--- src/rtl/somador_serial.sv ---
// Bit-serial adder: one full-adder cell plus a carry flop, LSB first, with a start/busy/done handshake.
// Optional signed-overflow output is built only when SOMADOR_OVF_EN is defined.
module somador_serial #(
    parameter int WIDTH = 8
) (
    input  logic             clk,
    input  logic             rst,
    input  logic             start,
    input  logic [WIDTH-1:0] a,
    input  logic [WIDTH-1:0] b,
    input  logic             cin,
    output logic             busy,
    output logic             done,
    output logic [WIDTH-1:0] s,
    output logic             cout
`ifdef SOMADOR_OVF_EN
    ,
    output logic             ovf
`endif
);

    localparam int CNT_W = $clog2(WIDTH) + 1;

    typedef enum logic [1:0] {
        IDLE  = 2'd0,
        SHIFT = 2'd1,
        DONE  = 2'd2
    } state_t;

    state_t           state, state_n;
    logic [WIDTH-1:0] a_sh;
    logic [WIDTH-1:0] b_sh;
    logic [WIDTH-1:0] res;
    logic             carry;
    logic [CNT_W-1:0] cnt;
    logic             load;
    logic             last_bit;
    logic [1:0]       fa;

    // Returns {carry_out, sum}.
    function automatic logic [1:0] full_add(input logic x, input logic y, input logic ci);
        return {(x & y) | (x & ci) | (y & ci), x ^ y ^ ci};
    endfunction

    assign fa       = full_add(a_sh[0], b_sh[0], carry);
    assign last_bit = (cnt == CNT_W'(WIDTH - 1));
    assign busy     = (state == SHIFT);
    assign done     = (state == DONE);

    always_comb begin
        state_n = state;
        load    = 1'b0;
        case (state)
            IDLE: begin
                if (start) begin
                    state_n = SHIFT;
                    load    = 1'b1;
                end
            end
            SHIFT: begin
                if (last_bit) state_n = DONE;
            end
            DONE: begin
                if (start) begin
                    state_n = SHIFT;
                    load    = 1'b1;
                end else begin
                    state_n = IDLE;
                end
            end
            default: state_n = IDLE;
        endcase
    end

    always_ff @(posedge clk or posedge rst) begin
        if (rst) begin
            state <= IDLE;
            a_sh  <= '0;
            b_sh  <= '0;
            res   <= '0;
            carry <= 1'b0;
            cnt   <= '0;
            s     <= '0;
            cout  <= 1'b0;
`ifdef SOMADOR_OVF_EN
            ovf   <= 1'b0;
`endif
        end else begin
            state <= state_n;
            if (load) begin
                a_sh  <= a;
                b_sh  <= b;
                carry <= cin;
                cnt   <= '0;
            end else if (state == SHIFT) begin
                a_sh  <= a_sh >> 1;
                b_sh  <= b_sh >> 1;
                carry <= fa[1];
                cnt   <= cnt + CNT_W'(1);
                res   <= {fa[0], res[WIDTH-1:1]};
                // Final bit: publish the completed word together with its carry-out.
                if (last_bit) begin
                    s    <= {fa[0], res[WIDTH-1:1]};
                    cout <= fa[1];
`ifdef SOMADOR_OVF_EN
                    ovf  <= carry ^ fa[1];
`endif
                end
            end
        end
    end

endmodule

--- config.mk ---
export PLATFORM = sky130hd
export DESIGN_NAME = somador_serial
export DESIGN_NICKNAME = d
export VERILOG_FILES = /design/src/rtl/somador_serial.sv
export SDC_FILE = /design/constraint.sdc
export NUM_CORES = 1
export LEC_CHECK = 0
export CORE_AREA = 4 4 70 72
export CTS_CLUSTER_SIZE = 16
export DETAILED_ROUTE_END_ITERATION = 7
export DIE_AREA = 0 0 74 76
export PLACE_DENSITY_LB_ADDON = 0.3
export SLEW_MARGIN = 25
export SYNTH_ARGS = -nofsm -noshare
export SYNTH_HDL_FRONTEND = slang
export SYNTH_SLANG_ARGS = --single-unit
--- constraint.sdc ---
create_clock -name clk -period 1.4 [get_ports clk]
set_input_delay 0.21 -clock clk [delete_from_list [all_inputs] [get_ports clk]]
set_output_delay 0.21 -clock clk [all_outputs]
set_load 0.02 [all_outputs]
### Word level (Yosys, flattened, before mapping)

Cells that the tools add are included.

* bits in registers: 40
* logic and storage cells: 42

* add/subtract/negate cells: 1
* equality and inequality tests: 5
* mux-type cells: 14
* bitwise gates (word level): 8
* reductions and logical operators: 6

Operators by type and width (number)
* 2-to-1 mux 8 bit: 4
* 2-to-1 mux 4 bit: 2
* case mux 2 bit (3 select lines): 1
* 2-to-1 mux 1 bit: 5
* adder 4 x 1 -> 4 bit (second input constant): 1
* equality test 4 x 3 -> 1 bit (second input constant): 1
* 2-to-1 mux 2 bit: 2
* AND reduction 2 bit: 2
* bitwise AND 1 bit: 3
* AND reduction 3 bit: 1
* equality test 2 x 1 -> 1 bit (second input constant): 1
* equality test 2 bit (second input constant): 1
* zero test 2 bit: 1
* != test 2 x 1 -> 1 bit (second input constant): 1
* != test 2 bit (second input constant): 1
* bitwise OR 1 bit: 2
* nonzero test 2 bit: 1
* OR reduction 2 bit: 1
* XOR 1 bit: 2
* NOT 1 bit: 1

### Logic depth before layout (Yosys ltp)

Gate-level depths: netlist (run 1).

* depth after elaboration: 5
* gate-level depth with buffers: 6
* depth with buffers taken out: 4

### Worst setup path after synthesis (run 1)

OpenSTA, ideal clock, no wires.

* path kind: reg-to-reg
* start: register state[1]
* end: register cout
* setup time: 0.125 ns
* data arrival time: 1.325 ns
* path slack: -0.050 ns
* stages on the path, launching flop included: 5
* path buffers: 1
* period minus slack after synthesis: 1.450 ns
* cells stage by stage: dfrtp_1 -> nand2b_1 -> buf_6 -> nor3_4 -> mux2_2

* longest elaborated chain between the ends: 5
* elaborated cells between the ends (all ways): 7

Ends and longest elaborated chain
* start: declaration: line 30 `state_t state, state_n;`
* start signal: assignment: line 89 `state <= state_n;`
* equality test 2 bit or zero test 2 bit (tied branches): line 53 `case (state)`
* OR reduction 2 bit (no line)
* 2-to-1 mux 1 bit
* NOT 1 bit (no line)
* AND reduction 3 bit (no line) (*)
* end signal: assignment: line 104 `cout <= fa[1];`
* end: declaration: line 15 `output logic cout`

Mark *: on every way between the ends. The rest lies on a longest branch, timed or not.
A chain may end at the register's enable or synchronous reset.

### Worst setup path in the final report (run 1)

* start: register cnt[0]
* end: register s[0]

* longest elaborated chain between the ends: 2

Ends and longest elaborated chain
* start: declaration: line 35 `logic [CNT_W-1:0] cnt;`
* start signal: assignment: line 99 `cnt <= cnt + CNT_W'(1);`
* equality test 4 x 3 -> 1 bit: line 46 `assign last_bit = (cnt == CNT_W'(WIDTH - 1));`
* AND reduction 3 bit (no line)
* end signal: assignment: line 103 `s <= {fa[0], res[WIDTH-1:1]};`
* end: declaration: line 14 `output logic [WIDTH-1:0] s,`

No other way between the ends.

==> flow_summary_export.csv, run 1 <==
group,metric,value,unit
final_layout,diodes,0,
final_layout,final_common_cell,"dfrtp_1",
synthesis,synth.net_count,156,
setup_path,critPathArrivalTime,1.55,ns
final_layout,finalInstanceArea,2230,um2
global_route,grt_usage,0.132,
synthesis,netlist_instances,134,
clock_network,cts_tree,"yes",
routing,via_per_inst,5.02,
synthesis,synth_cell_types,25,
timing,finClkSkew,0.00664,ns
setup_path,reg2reg_from,"cnt[0]$_DFFE_PP0P_",
power,leakagePower,1.05,nW
setup_path,worstSetupPathType,"reg -> reg",
floorplanning,start_util,0.385,
power,power_frac_clock,0.151,
synthesis,yosys_register_bits,39,
place,hpwl,2360,um
synthesis,synth_largest_area_cell,"dfrtp_1",
setup_path,startpoint_type,"flop",
timing,clock.fmax,723,MHz
timing,maxSlewHeadroom,0.735,
synthesis,yosysWarnings,0,
timing,finalSetupViolCount,0,
floorplanning,dieWidth,74,um
setup_path,r2r_end,"s[0]$_DFFE_PP0P_",
synthesis,synth_area,1650,um2
power,combPwrFrac,0.445,
final_layout,fin_nets,200,
clock_network,clock_latency,0.28,ns
routing,post_drt_wl_per_cell,14.6,um
place,dpl-instance-area,2100,um2
synthesis,ys_seq_area_frac,0.591,
global_route,grt_max_degree,40,
routing,drc,0,
run,cap_viol_max_count,0,
clock_network,cts_root_buffer,"clkbuf_8",
synthesis,synth_edf_count,0,
floorplanning,pin_count,31,
floorplanning,core,4290,um2
global_route,grt_remaining_overflow,0,
clock_network,cts.htree.levels,2,
power,swShare,0.349,
final_layout,multi_input_area,669,um2
power,p_total,4.94,mW
global_route,first_global_vias,1239,
power,p_per_area,2220,nW/um2
routing,drt-pass1-iter-count,4,
setup_path,cp_data_required_time,1.57,ns
timing,hold_viol,0,
timing,drv_slew,0,
power,p_int,3.22,mW
global_route,antenna_found_initial,0,
setup_path,crit_fanout,5,
clock_network,cts_sinks,39,
hold_path,hold_path.class,"in -> async",
timing,period_needed,1.38,ns
power,ir_drop,785,uV
floorplanning,fp.dieH,76,um
timing,rsz0062_at_grt,"yes",
routing,routed_wl,3360,um
floorplanning,die_area,5620,um2
setup_path,r2r_slack,0.02,ns
final_layout,fillers,391,
final_layout,mostFrequentLayoutCells,"39 x dfrtp_1, 20 x nand2_1, 19 x clkdlybuf4s50_1",
clock_network,hold_buffers,0,
final_layout,seq_area,976,um2
routing,first_iter_violations,60,
synthesis,synth_top_area_share,0.591,
place,port_buffers,30,
power,p_seq_frac,0.404,
timing,period_share,0.988,
final_layout,area_growth,35.0,%
synthesis,postSynthAreaPerCell,12.3,um2
synthesis,synthArstFlopShare,1.00,
setup_path,endpoint_kind,"flop",
place,gp_congestion,0.783,
floorplanning,rows,24,
routing,via_count,1154,
clock_network,ctsLongestPathBuffers,2,
global_route,grt_pass1_wl,5800,um
synthesis,ys.flop_type,"dfrtp_1",
setup_path,r2r_cells,5,
clock_network,clk_pin_slew,0.07,ns
power,switchingPower,1.72,mW
final_layout,drive_gt1_frac,0.253,
routing,ant_nets,0,
synthesis,yosys-top-cells-area,"dfrtp_1 59%, mux2_2 12%, mux2i_1 6.1%",
clock_network,cts_made_buffers,5,
timing,max_slew.worst_pin.slew,0.398,ns
outcome,outcome,"finished, final reports clean",
-- flip-flops by register name, indices dropped and copies added (netlist names) --
name	flops
cout	1
s	8
state	2
cnt	4
b_sh	8
res	7
a_sh	8
carry	1
-- cell usage after synthesis, types with 2 or more instances --
cell,n
mux2_2,17
buf_1,2
nand2_1,21
buf_2,3
dfrtp_1,39
nor2_1,2
nand2b_1,2
a22o_1,2
nand3_1,7
mux2i_1,10
a22oi_1,7
o21ai_0,9
-- area by class of cell --
cell class | instances | share of cell area
Sequential cell | 39 | 0.438
Multi-Input combinational cell | 85 | 0.300
Timing Repair Buffer | 45 | 0.190
Clock buffer | 6 | 0.0370
Tap cell | 52 | 0.0292
Inverter | 2 | 0.00337
Clock inverter | 1 | 0.00224
-- worst max-delay path by stage --
stage                     depth (start not counted)                  from               end  slack, ns
after detailed placement                          5  state[1]$_DFFE_PP0P_  s[0]$_DFFE_PP0P_      -0.11
after global placement                            5  state[1]$_DFFE_PP0P_  s[5]$_DFFE_PP0P_      -0.07
after CTS                                         6    cnt[0]$_DFFE_PP0P_  s[4]$_DFFE_PP0P_      -0.11
final                                             5    cnt[0]$_DFFE_PP0P_  s[0]$_DFFE_PP0P_       0.02
after floorplan                                   4  state[1]$_DFFE_PP0P_  cout$_DFFE_PP0P_      -0.05
after global routing                              5    cnt[0]$_DFFE_PP0P_  s[4]$_DFFE_PP0P_      -0.05
-- routing by layer --
layer | vias up | GRT usage | share of wire
li1 | 552 | - | -
met1 | 576 | 0.167 | 0.45
met2 | 24 | 0.215 | 0.51
met3 | 2 | 0.0383 | 0.033
met4 | 0 | 0.0417 | 0.0080
met5 | - | 0 | 0
-- critical path, cell delays in order, from the launching register on --
cell	delay (ns)
dfrtp_1	0.37
ha_2	0.20
nand2_2	0.07
nor3_4	0.15
buf_6	0.17
mux2_4	0.31
-- per-stage QoR --
step	setup TNS, ns	util	std cells	setup WS [ns]	hold slack (ns)
final	0	0.519	230	0.0172	0.274
after global routing	-0.302	0.519	230	-0.0464	0.279
after CTS	-0.885	0.530	232	-0.109	0.281
after detailed placement	-1.16	0.489	220	-0.106	0.479
after global placement	-0.997	0.489	220	-0.0702	0.479
after floorplan	-0.450	-	134	-0.0500	0.327
-- power by group through the flow --
stage | clock (mW) | sequential, mW | combinational, mW
finish | 0.746 | 1.99 | 2.20
global route | 0.837 | 2.06 | 2.42
CTS | 0.784 | 2.00 | 2.28
detailed placement | 0 | 2.00 | 2.18
global placement | 0 | 1.97 | 2.13
floorplan | 0 | 2.07 | 1.26
-- cell families (layout without fill, tap and decap cells) --
group	after synthesis	count (layout)	share of synthesized area
xor+xnor	1	1	0.00530
compound gates	19	19	0.0727
fa+ha+maj	2	2	0.0197
simple gates	36	36	0.103
buf+inv	10	54	0.0318
mux	27	27	0.177
flops	39	39	0.591
-- what timing repair did --
item,4_1_cts,5_1_grt
setup buffers,4,1
pin swaps,2,2
gates resized for setup,30,2
gates cloned,1,0
setup endpoints to repair,20,10
Power figures use the tool's default switching activity.
==> run 2, diff against run 1 <==
- CORE_AREA: 4 4 70 72 -> 2 2 68 70
- DIE_AREA: 0 0 74 76 -> 0 0 70 72
- TNS_END_PERCENT: unset -> 50
==> flow_summary_export.csv, run 2 (synthesis gave the netlist of run 1 again) <==
group,metric,value,unit
outcome,outcome,"finished, final reports clean",
clock_network,cts_root_buffer,"clkbuf_8",
timing,finClkSkew,0.0102,ns
timing,rsz0062_at_grt,"yes",
timing,drv_slew,0,
timing,hold_viol,0,
timing,maxSlewHeadroom,0.724,
setup_path,reg2reg_from,"cnt[1]$_DFFE_PP0P_",
floorplanning,pin_count,31,
routing,drt-pass1-iter-count,4,
final_layout,drive_gt1_frac,0.283,
routing,first_iter_violations,63,
setup_path,cp_data_required_time,1.57,ns
final_layout,largestRegisters,"a_sh (8), b_sh (8), s (8)",
floorplanning,rows,24,
power,leakagePower,1.05,nW
setup_path,r2r_cells,5,
routing,ant_nets,0,
setup_path,worstSetupPathType,"reg -> reg",
floorplanning,core,4260,um2
global_route,first_global_vias,1143,
final_layout,seq_area,976,um2
global_route,grt_usage,0.133,
final_layout,final_common_cell,"dfrtp_1",
floorplanning,fp.dieH,72,um
setup_path,startpoint_type,"flop",
place,port_buffers,30,
routing,post_drt_wl_per_cell,13.5,um
final_layout,diodes,0,
run,cap_viol_max_count,0,
final_layout,mostFrequentLayoutCells,"39 x dfrtp_1, 20 x nand2_1, 19 x clkdlybuf4s50_1",
clock_network,ctsLongestPathBuffers,2,
routing,via_per_inst,4.86,
timing,clock.fmax,721,MHz
timing,setup_tns,0,ns
floorplanning,start_util,0.387,
hold_path,hold_path.class,"in -> async",
final_layout,fillers,382,
setup_path,critPathArrivalTime,1.55,ns
power,p_total,5.07,mW
global_route,grt_remaining_overflow,0,
timing,hold_ws,0.275,ns
global_route,antenna_found_initial,0,
routing,via_count,1128,
clock_network,clk_pin_slew,0.08,ns
floorplanning,die_area,5040,um2
final_layout,multi_input_area,656,um2
timing,finalSetupViolCount,0,
clock_network,cts_sinks,39,
setup_path,r2r_slack,0.01,ns
global_route,grt_max_degree,40,
clock_network,cts.htree.levels,2,
place,hpwl,2210,um
final_layout,fin_nets,201,
setup_path,r2r_end,"s[1]$_DFFE_PP0P_",
floorplanning,dieWidth,70,um
clock_network,hold_buffers,0,
setup_path,endpoint_kind,"flop",
timing,period_share,0.990,
clock_network,cts_tree,"yes",
timing,period_needed,1.39,ns
setup_path,crit_fanout,10,
clock_network,clock_latency,0.29,ns
routing,drc,0,
global_route,grt_pass1_wl,5270,um
timing,max_slew.worst_pin.slew,0.413,ns
power,p_per_area,2250,nW/um2
final_layout,area_growth,36.1,%
clock_network,cts_made_buffers,5,
routing,routed_wl,3130,um
power,ir_drop,1170,uV
place,gp_congestion,0.760,
## run 2: cell types whose count changed in the layout (fill, tap and decap cells not counted), sizes merged
cell,before,now
bufinv,0,1
clkinv,2,3
## run 2: cell type report
| cell class | count | share of cell area |
|---|---|---|
| timing repair buffer | 46 | 0.192 |
| sequential | 39 | 0.434 |
| clock inverter | 3 | 0.0195 |
| tap | 52 | 0.0289 |
| multi-input combinational | 85 | 0.292 |
| clock buffer | 5 | 0.0306 |
| inverter | 2 | 0.00334 |
## run 2: through the flow
step	area (um2)	setup WS, ns	std cells	util
5_1_grt	2250	-0.0729	232	0.527
4_1_cts	2210	-0.0179	229	0.519
6_report	2250	0.0135	232	0.527
3_3_place_gp	2090	-0.0527	221	0.491
2_1_floorplan	1650	-0.0500	134	-
3_5_place_dp	2090	-0.0722	221	0.491
## run 2: report_power, final
part           switching [mW]  internal, mW  total, mW
logic                    1.03          1.15       2.18
clock network           0.384         0.530      0.914
registers               0.322          1.65       1.97
## run 2: metal layers
layer / wire length [um] / global-route usage / vias up
li1: - / - / 551
met1: 1430 / 0.173 / 542
met2: 1520 / 0.221 / 33
met3: 173 / 0.0458 / 2
met4: 6 / 0.0256 / 0
met5: 0 / 0 / -
## run 2: worst max-delay path, stage by stage, from the launching register on
cell and delay [ns]:
dfrtp_1 0.36, ha_2 0.20, nand2_2 0.07, nor3_4 0.15, buf_12 0.16, mux2_2 0.33
## run 2: timing repair
item                                    in CTS  in global routing
setup buffers                                0                  3
resized for setup                           18                  8
endpoints found under the setup margin      29                 24
hold endpoints to repair                     0                  0
## run 2: how the worst max path moves through the flow
stage	cells past startpoint	end	startpoint	slack, ns
2_1_floorplan	4	cout$_DFFE_PP0P_	state[1]$_DFFE_PP0P_	-0.05
3_3_place_gp	3	busy	state[1]$_DFFE_PP0P_	-0.05
3_5_place_dp	3	busy	state[1]$_DFFE_PP0P_	-0.07
4_1_cts	3	busy	state[1]$_DFFE_PP0P_	-0.02
5_1_grt	5	s[1]$_DFFE_PP0P_	cnt[1]$_DFFE_PP0P_	-0.07
6_report	5	s[1]$_DFFE_PP0P_	cnt[1]$_DFFE_PP0P_	0.01
==> run 3, diff against run 2 <==
- CAP_MARGIN: unset -> 10
==> results of run 3 <==
Same layout as run 2: the final DEF is identical, and so are final timing and power.
